[config.mk]
export PLATFORM = sky130hd
export DESIGN_NAME = drop_sequencer
export DESIGN_NICKNAME = d
export VERILOG_FILES = /design/src/rtl/drop_pkg.sv /design/src/rtl/drop_sequencer_tick_prescaler.sv /design/src/rtl/drop_sequencer.sv
export SDC_FILE = /design/constraint.sdc
export NUM_CORES = 1
export LEC_CHECK = 0
export ABC_AREA = 0
export CAP_MARGIN = 20
export CORE_MARGIN = 4
export CORE_UTILIZATION = 30
export DETAILED_ROUTE_END_ITERATION = 10
export HOLD_SLACK_MARGIN = 0.08
export PLACE_DENSITY_LB_ADDON = 0.3
export RECOVER_POWER = 50
export SLEW_MARGIN = 5
export SYNTH_ARGS = -nofsm -noshare
export SYNTH_HDL_FRONTEND = slang
export SYNTH_SLANG_ARGS = --single-unit
[constraint.sdc]
create_clock -name clk -period 2.2 [get_ports clk]
set_input_delay 0.66 -clock clk [delete_from_list [all_inputs] [get_ports clk]]
set_output_delay 0.66 -clock clk [all_outputs]
set_load 0.02 [all_outputs]
[src/rtl/drop_pkg.sv]
// rtl/drop_pkg.sv - shared state encoding and Q8.8 constants for the drop sequencer
package drop_pkg;

  localparam int Q_W        = 16;
  localparam int HALF_SHIFT = 1;

  typedef enum logic [1:0] {
    S_IDLE  = 2'd0,
    S_COUNT = 2'd1,
    S_DROP  = 2'd2,
    S_DONE  = 2'd3
  } state_e;

endpackage

[src/rtl/drop_sequencer_tick_prescaler.sv]
// rtl/drop_sequencer_tick_prescaler.sv - divides the clock into 1/256 time-unit ticks
module tick_prescaler #(
  parameter int TICK_DIV = 4
) (
  input  logic clk,
  input  logic rst_n,
  input  logic en,
  input  logic clr,
  output logic tick
);

  localparam int PW = (TICK_DIV > 1) ? $clog2(TICK_DIV) : 1;
  localparam logic [PW-1:0] LAST = PW'(TICK_DIV - 1);

  logic [PW-1:0] cnt_q;
  logic [PW-1:0] cnt_d;

  // tick is seen at the same edge the counter wraps, so the owner acts on it there
  assign tick = en && (cnt_q == LAST);

  always_comb begin
    cnt_d = cnt_q;
    if (clr) begin
      cnt_d = '0;
    end else if (en) begin
      if (cnt_q == LAST) cnt_d = '0;
      else               cnt_d = cnt_q + 1'b1;
    end
  end

  always_ff @(posedge clk) begin
    if (!rst_n) cnt_q <= '0;
    else        cnt_q <= cnt_d;
  end

endmodule

[src/rtl/drop_sequencer.sv]
// rtl/drop_sequencer.sv - halves the sqrt fall time, counts it down, then pulses drop and done
module drop_sequencer
  import drop_pkg::*;
#(
  parameter int TICK_DIV  = 4,
  parameter int DROP_HOLD = 3
) (
  input  logic           clk,
  input  logic           rst_n,
  input  logic           start,
  input  logic           abort,
  input  logic [Q_W-1:0] t_sqrt,
  output logic           busy,
  output logic           drop,
  output logic           done,
  output logic [Q_W-1:0] remaining
);

  localparam int HW = (DROP_HOLD > 1) ? $clog2(DROP_HOLD) : 1;
  localparam logic [HW-1:0] LAST_HOLD = HW'(DROP_HOLD - 1);

  state_e         state_q, state_d;
  logic           busy_q, busy_d;
  logic           drop_q, drop_d;
  logic           done_q, done_d;
  logic [Q_W-1:0] remaining_q, remaining_d;
  logic [HW-1:0]  hold_q, hold_d;

  logic           accept;
  logic           tick;
  logic [Q_W-1:0] half_t;

  assign half_t = t_sqrt >> HALF_SHIFT;
  assign accept = (state_q == S_IDLE) && start && !abort;

  tick_prescaler #(
    .TICK_DIV (TICK_DIV)
  ) u_prescaler (
    .clk   (clk),
    .rst_n (rst_n),
    .en    (state_q == S_COUNT),
    .clr   (accept || abort),
    .tick  (tick)
  );

  always_comb begin
    state_d     = state_q;
    busy_d      = busy_q;
    drop_d      = drop_q;
    done_d      = done_q;
    remaining_d = remaining_q;
    hold_d      = hold_q;

    case (state_q)
      S_IDLE: begin
        if (accept) begin
          remaining_d = half_t;
          busy_d      = 1'b1;
          hold_d      = '0;
          // a zero fall time goes straight to the drop pulse
          if (half_t != '0) begin
            state_d = S_COUNT;
          end else begin
            state_d = S_DROP;
            drop_d  = 1'b1;
          end
        end
      end
      S_COUNT: begin
        if (abort) begin
          state_d     = S_IDLE;
          busy_d      = 1'b0;
          drop_d      = 1'b0;
          remaining_d = '0;
        end else if (tick && (remaining_q != '0)) begin
          remaining_d = remaining_q - 1'b1;
          if (remaining_q == Q_W'(1)) begin
            state_d = S_DROP;
            drop_d  = 1'b1;
            hold_d  = '0;
          end
        end
      end
      S_DROP: begin
        if (abort) begin
          state_d     = S_IDLE;
          busy_d      = 1'b0;
          drop_d      = 1'b0;
          remaining_d = '0;
        end else if (hold_q == LAST_HOLD) begin
          state_d = S_DONE;
          drop_d  = 1'b0;
          busy_d  = 1'b0;
          done_d  = 1'b1;
        end else begin
          hold_d = hold_q + 1'b1;
        end
      end
      S_DONE: begin
        state_d = S_IDLE;
        done_d  = 1'b0;
      end
      default: begin
        state_d = S_IDLE;
      end
    endcase
  end

  always_ff @(posedge clk) begin
    if (!rst_n) begin
      state_q     <= S_IDLE;
      busy_q      <= 1'b0;
      drop_q      <= 1'b0;
      done_q      <= 1'b0;
      remaining_q <= '0;
      hold_q      <= '0;
    end else begin
      state_q     <= state_d;
      busy_q      <= busy_d;
      drop_q      <= drop_d;
      done_q      <= done_d;
      remaining_q <= remaining_d;
      hold_q      <= hold_d;
    end
  end

  assign busy      = busy_q;
  assign drop      = drop_q;
  assign done      = done_q;
  assign remaining = remaining_q;

endmodule

# == Yosys cells after proc, flatten, opt, wreduce, memory -nomap -nowiden ==
# Index checks and enable logic that the tools add are counted.
# word_totals
ff_bits,25
inputBits,20
out_inout_bits,19
elab_cells,83
# classes
add_sub_neg,3
eq_ne,19
mux,35
n_bitwise,1
n_reduce_logical,18
# ops
op,n
two-way mux 16 bit,4
one-hot mux 16 bit (3 select lines),1
nonzero test 16 bit,2
two-way mux 2 bit,14
"inequality test 2 bit, second input constant",10
"== test 16 x 1 -> 1 bit, second input constant",1
"subtractor 16 x 1 -> 16 bit, second input constant",1
AND reduction 4 bit,3
two-way mux 1 bit,11
"inequality test 3 bit, second input constant",3
"== test 2 bit, second input constant",4
one-hot mux 2 bit (4 select lines),1
AND reduction 7 bit,1
one-hot mux 1 bit (3 select lines),2
one-hot mux 2 bit (3 select lines),1
AND reduction 6 bit,1
"adder 2 x 1 -> 2 bit, second input constant",2
logical AND 1 bit,4
AND reduction 3 bit,1
nonzero test 3 bit,1
"== test 2 x 1 -> 1 bit, second input constant",1
zero test 2 bit,1
one-hot mux 1 bit (2 select lines),1
nonzero test 2 bit,1
4 further kinds,4

# == Longest topological paths before layout ==
# logic_depth
ltp_word,6
ltp_mapped,9

# == By module ==
# From an unflattened synthesis, not the netlist that was laid out.
# unflattened
cells_unflattened,213
area_unflattened_um2,1780.5
# modules_own_cells
module,instances,cells_each,area_each_um2,seq_area_each_um2
drop_sequencer,1,203,1677.9,460.4
tick_prescaler,1,10,102.6,40.0

# == Worst setup path after synthesis ==
# OpenSTA, ideal clock, no wires.
# synth_timing
path_type,reg-to-reg
start,"register remaining_q[4], in the netlist remaining[4]"
end,"register remaining_q[11], in the netlist remaining[11]"
setup_time_ns,0.119
t_arrival_ns,2.001
required_ns,2.081
slack_ns,0.080
path_stages_with_launch,8
period_less_slack_ns,2.120
path_cell_list,dfxtp_1 -> clkbuf_1 -> or4_4 -> nor3_4 -> and3_1 -> buf_6 -> nor2_4 -> o221a_1
# synth_between
elab_chain_len,4
elab_cells_between_ends,8
classes_between,add/sub: 1; eq/ne: 1; mux: 3; reduce/logical: 3
# synth_lines
item,line,source
from (decl),drop_sequencer.sv:26,"logic [Q_W-1:0] remaining_q, remaining_d;"
from (signal assigned),drop_sequencer.sv:122,remaining_q <= remaining_d;
subtractor 16 x 1 -> 16 bit / nonzero test 16 bit (equally long branches),"drop_sequencer.sv:76, drop_sequencer.sv:75",
two-way mux 16 bit / logical AND 1 bit (equally long branches),drop_sequencer.sv:75,end else if (tick && (remaining_q != '0)) begin
two-way mux 16 bit / inequality test 3 bit (equally long branches),-,
one-hot mux 16 bit (3 select lines) / AND reduction 4 bit (equally long branches),-,
# Parallel ways exist; a longest one is shown, timed or not. The select of a mux whose other input is x is not followed.
# A chain may end at the register's enable or synchronous reset.

# == Worst setup path after layout ==
# layout_timing
start,"register remaining_q[0], in the netlist remaining[0]"
end,output remaining[0]
# layout_lines
item,line,source
to (decl),drop_sequencer.sv:16,output logic [Q_W-1:0] remaining
# No word-level cell between the ends.

==> results.py <==
metrics = {
    "layout": {
        "area.growth.synth_to_final_pct": 44.49,
        "insertedDiodeCount": 0,
        "drive_gt1_frac": 0.2133,
        "finalNetCount": 316,
        "fin_cells": 358,
        "finalInstanceArea_sq_um": 2576,
    },
    "setup_path": {
        "crit_chain": "clkdlybuf4s50_1",
        "cp_num_buf_inv": 1,
        "cp.arrival_ps": 1460,
        "crit_type": "reg2out",
        "crit_path_start": "remaining[0]",
        "critical_path_required_ps": 1540,
        "regToRegStartpoint": "remaining[2]",
        "cp_top_family": "buffers and inverters",
        "slowest_delay_ps": 670,
        "cp_slowest_cell": "clkdlybuf4s50_1",
        "cp_max_fo": 8,
        "end_kind": "primary output",
        "critPathLaunchType": "flop",
    },
    "floorplan": {
        "die_height_um": 85.09,
        "start_util": 0.3160,
        "fp-row-count": 27,
        "die_width_um": 85.09,
        "core-area_sq_um": 5642,
        "fp.dieArea_sq_um": 7240,
        "ioPinCount": 39,
    },
    "hold_path": {
        "hold_path_class": "reg2reg",
        "worstHoldStart": "hold_q[0]",
    },
    "yosys": {
        "yosysTopAreaCellShare": 0.2807,
        "synth_cell_types": 57,
        "synth.largest_area_cell": "dfxtp_1",
        "yosysSeqAreaShare": 0.2807,
        "yosys_warnings": 0,
        "synth_edf_count": 0,
        "yosysMostFrequentCell": "dfxtp_1",
        "ys_ff_latch": 25,
        "synth_nets": 243,
        "synthTopCellsByArea": "dfxtp_1, a21oi_1, ha_1",
        "syn_inst": 214,
        "syn-cell-area_sq_um": 1783,
        "syn_area_per_cell_sq_um": 8.332,
        "ys.flop_type": "dfxtp_1",
        "ys_async_sr_fraction": 0,
        "ys_top_cells_by_count": "dfxtp_1, a21oi_1, nor3_1",
    },
    "routing": {
        "vias_per_cell": 5.486,
        "dr_total_vias": 1964,
        "dr.pass1.iters": 4,
        "routed_wirelength_um": 5652,
        "initialDrtViolationCount": 110,
        "avgRoutedWirePerCell_um": 15.79,
        "drtAntennaViolNets": 0,
        "drc": 0,
    },
    "timing": {
        "fin_ws_ps": 79.02,
        "min_period_ps": 2121,
        "max_slew_margin": 0.6735,
        "finClkSkew_ps": 7.760,
        "drv_slew": 0,
        "timing.fmax_ghz": 0.4715,
        "setup_viol": 0,
        "finalCritPeriodShare": 0.9641,
        "final_hold_viol_count": 0,
        "rsz0062_at_grt": "no",
        "whs_ps": 469.8,
        "worst_slew_pin_slew_ps": 486.0,
    },
    "global_routing": {
        "antenna_found_initial": 0,
        "overflow": 0,
        "grt_usage": 0.1579,
        "grt_pass1_wl_um": 9473,
        "grt_max_degree": 16,
        "grt_pass1_vias": 1956,
    },
    "placed_design": {
        "pre_cts_ws_ps": -313.9,
        "port_buffers": 37,
        "placed_area_sq_um": 2534,
        "dp_hpwl_um": 4281,
        "dp.cells": 354,
        "gp_congestion": 0.8839,
    },
    "power_and_ir_drop": {
        "power.leakage_uw": 0.001029,
        "peakVddDrop_mv": 0.6495,
        "power_density_nw_per_um2": 1651,
    },
    "clocking": {
        "post_cts_buffers": 0,
        "ctsResizeCount": 2,
        "ctsRootBufferMaster": "clkbuf_8",
        "ctsHoldBuffers": 0,
        "insertion_delay_ps": 270,
        "h-tree-depth": 1,
        "path_clk_slew_ps": 100,
        "clock_path_buffers": 2,
        "numClockSinks": 25,
        "tritoncts.num_buffers": 3,
        "cts_tree": "built",
    },
    "job": {
        "drv_cap": 0,
    },
    "run_status": {
        "status": "finished clean",
    },
}
[through the flow]
stage | total power [uW] | util | setup TNS (ps)
after floorplan | 2676 | - | 0
after global placement | 3921 | 0.4491 | -3483
after detailed placement | 3966 | 0.4491 | -4125
after CTS | 4294 | 0.4586 | 0
after global routing | 4586 | 0.4566 | 0
final | 4254 | 0.4566 | 0
[layout make-up]
class / instances / area (sq um)
fill: 545 / 3065
multi-input combinational: 162 / 1160
timing repair buffer: 82 / 730.7
sequential: 25 / 500.5
tap: 72 / 90.09
inverter: 13 / 48.80
clock buffer: 3 / 41.29
clock inverter: 1 / 5.005
[cells in the final DEF (no fill, tap or decap), types with 4 or more instances in the layout]
cell type,n
mux2i_1,5
dfxtp_1,25
nor3_1,14
nor4_1,5
nor2_1,11
a21oi_1,23
nand3_1,6
a211oi_1,8
inv_1,12
o21ai_0,6
ha_1,8
clkdlybuf4s50_1,23
nand4_1,4
buf_4,39
dlygate4sd3_1,13
nand2_1,8
[power by group]
| group | leakage [uW] | switching [uW] | total (uW) | internal, uW |
|---|---|---|---|---|
| sequential | 0.000205 | 165 | 790 | 626 |
| clock | 0.0000255 | 156 | 283 | 127 |
| combinational | 0.000799 | 1690 | 3180 | 1490 |
| total | 0.00103 | 2010 | 4250 | 2240 |
[logic make-up (layout without fill, tap and decap cells)]
kind of cell,count (synthesis),in the layout,share of synthesized area
XOR/XNOR,5,5,0.02457
buffers and inverters,27,99,0.07508
AO/OA/AOI/OAI,72,72,0.2884
adder cells (fa/ha/maj),9,9,0.06316
flip-flops,25,25,0.2807
multiplexers,5,5,0.02807
AND/OR/NAND/NOR,71,71,0.2400
[path summary, 6_finish.rpt]
path / to / slack, ps / depth (start not counted)
worst max-delay path: remaining[0] / 80 / 1
worst min-delay path: hold_q[0] / 470 / 2
worst max register to register: remaining[4] / 100 / 8
worst min register to register: hold_q[0] / 470 / 2
[flip-flops by register name (all words and copies together) (netlist names)]
| name | count |
|---|---|
| u_prescaler.cnt_q | 2 |
| state_q | 2 |
| done | 1 |
| drop | 1 |
| hold_q | 2 |
| remaining | 16 |
| busy | 1 |
[routing by layer]
metal,track usage,wire length (um)
met1,0.2265,2741
met2,0.2571,2632
met3,0.01456,249
met4,0.03165,28
met5,0,0
(Power assumes the default switching activity.)
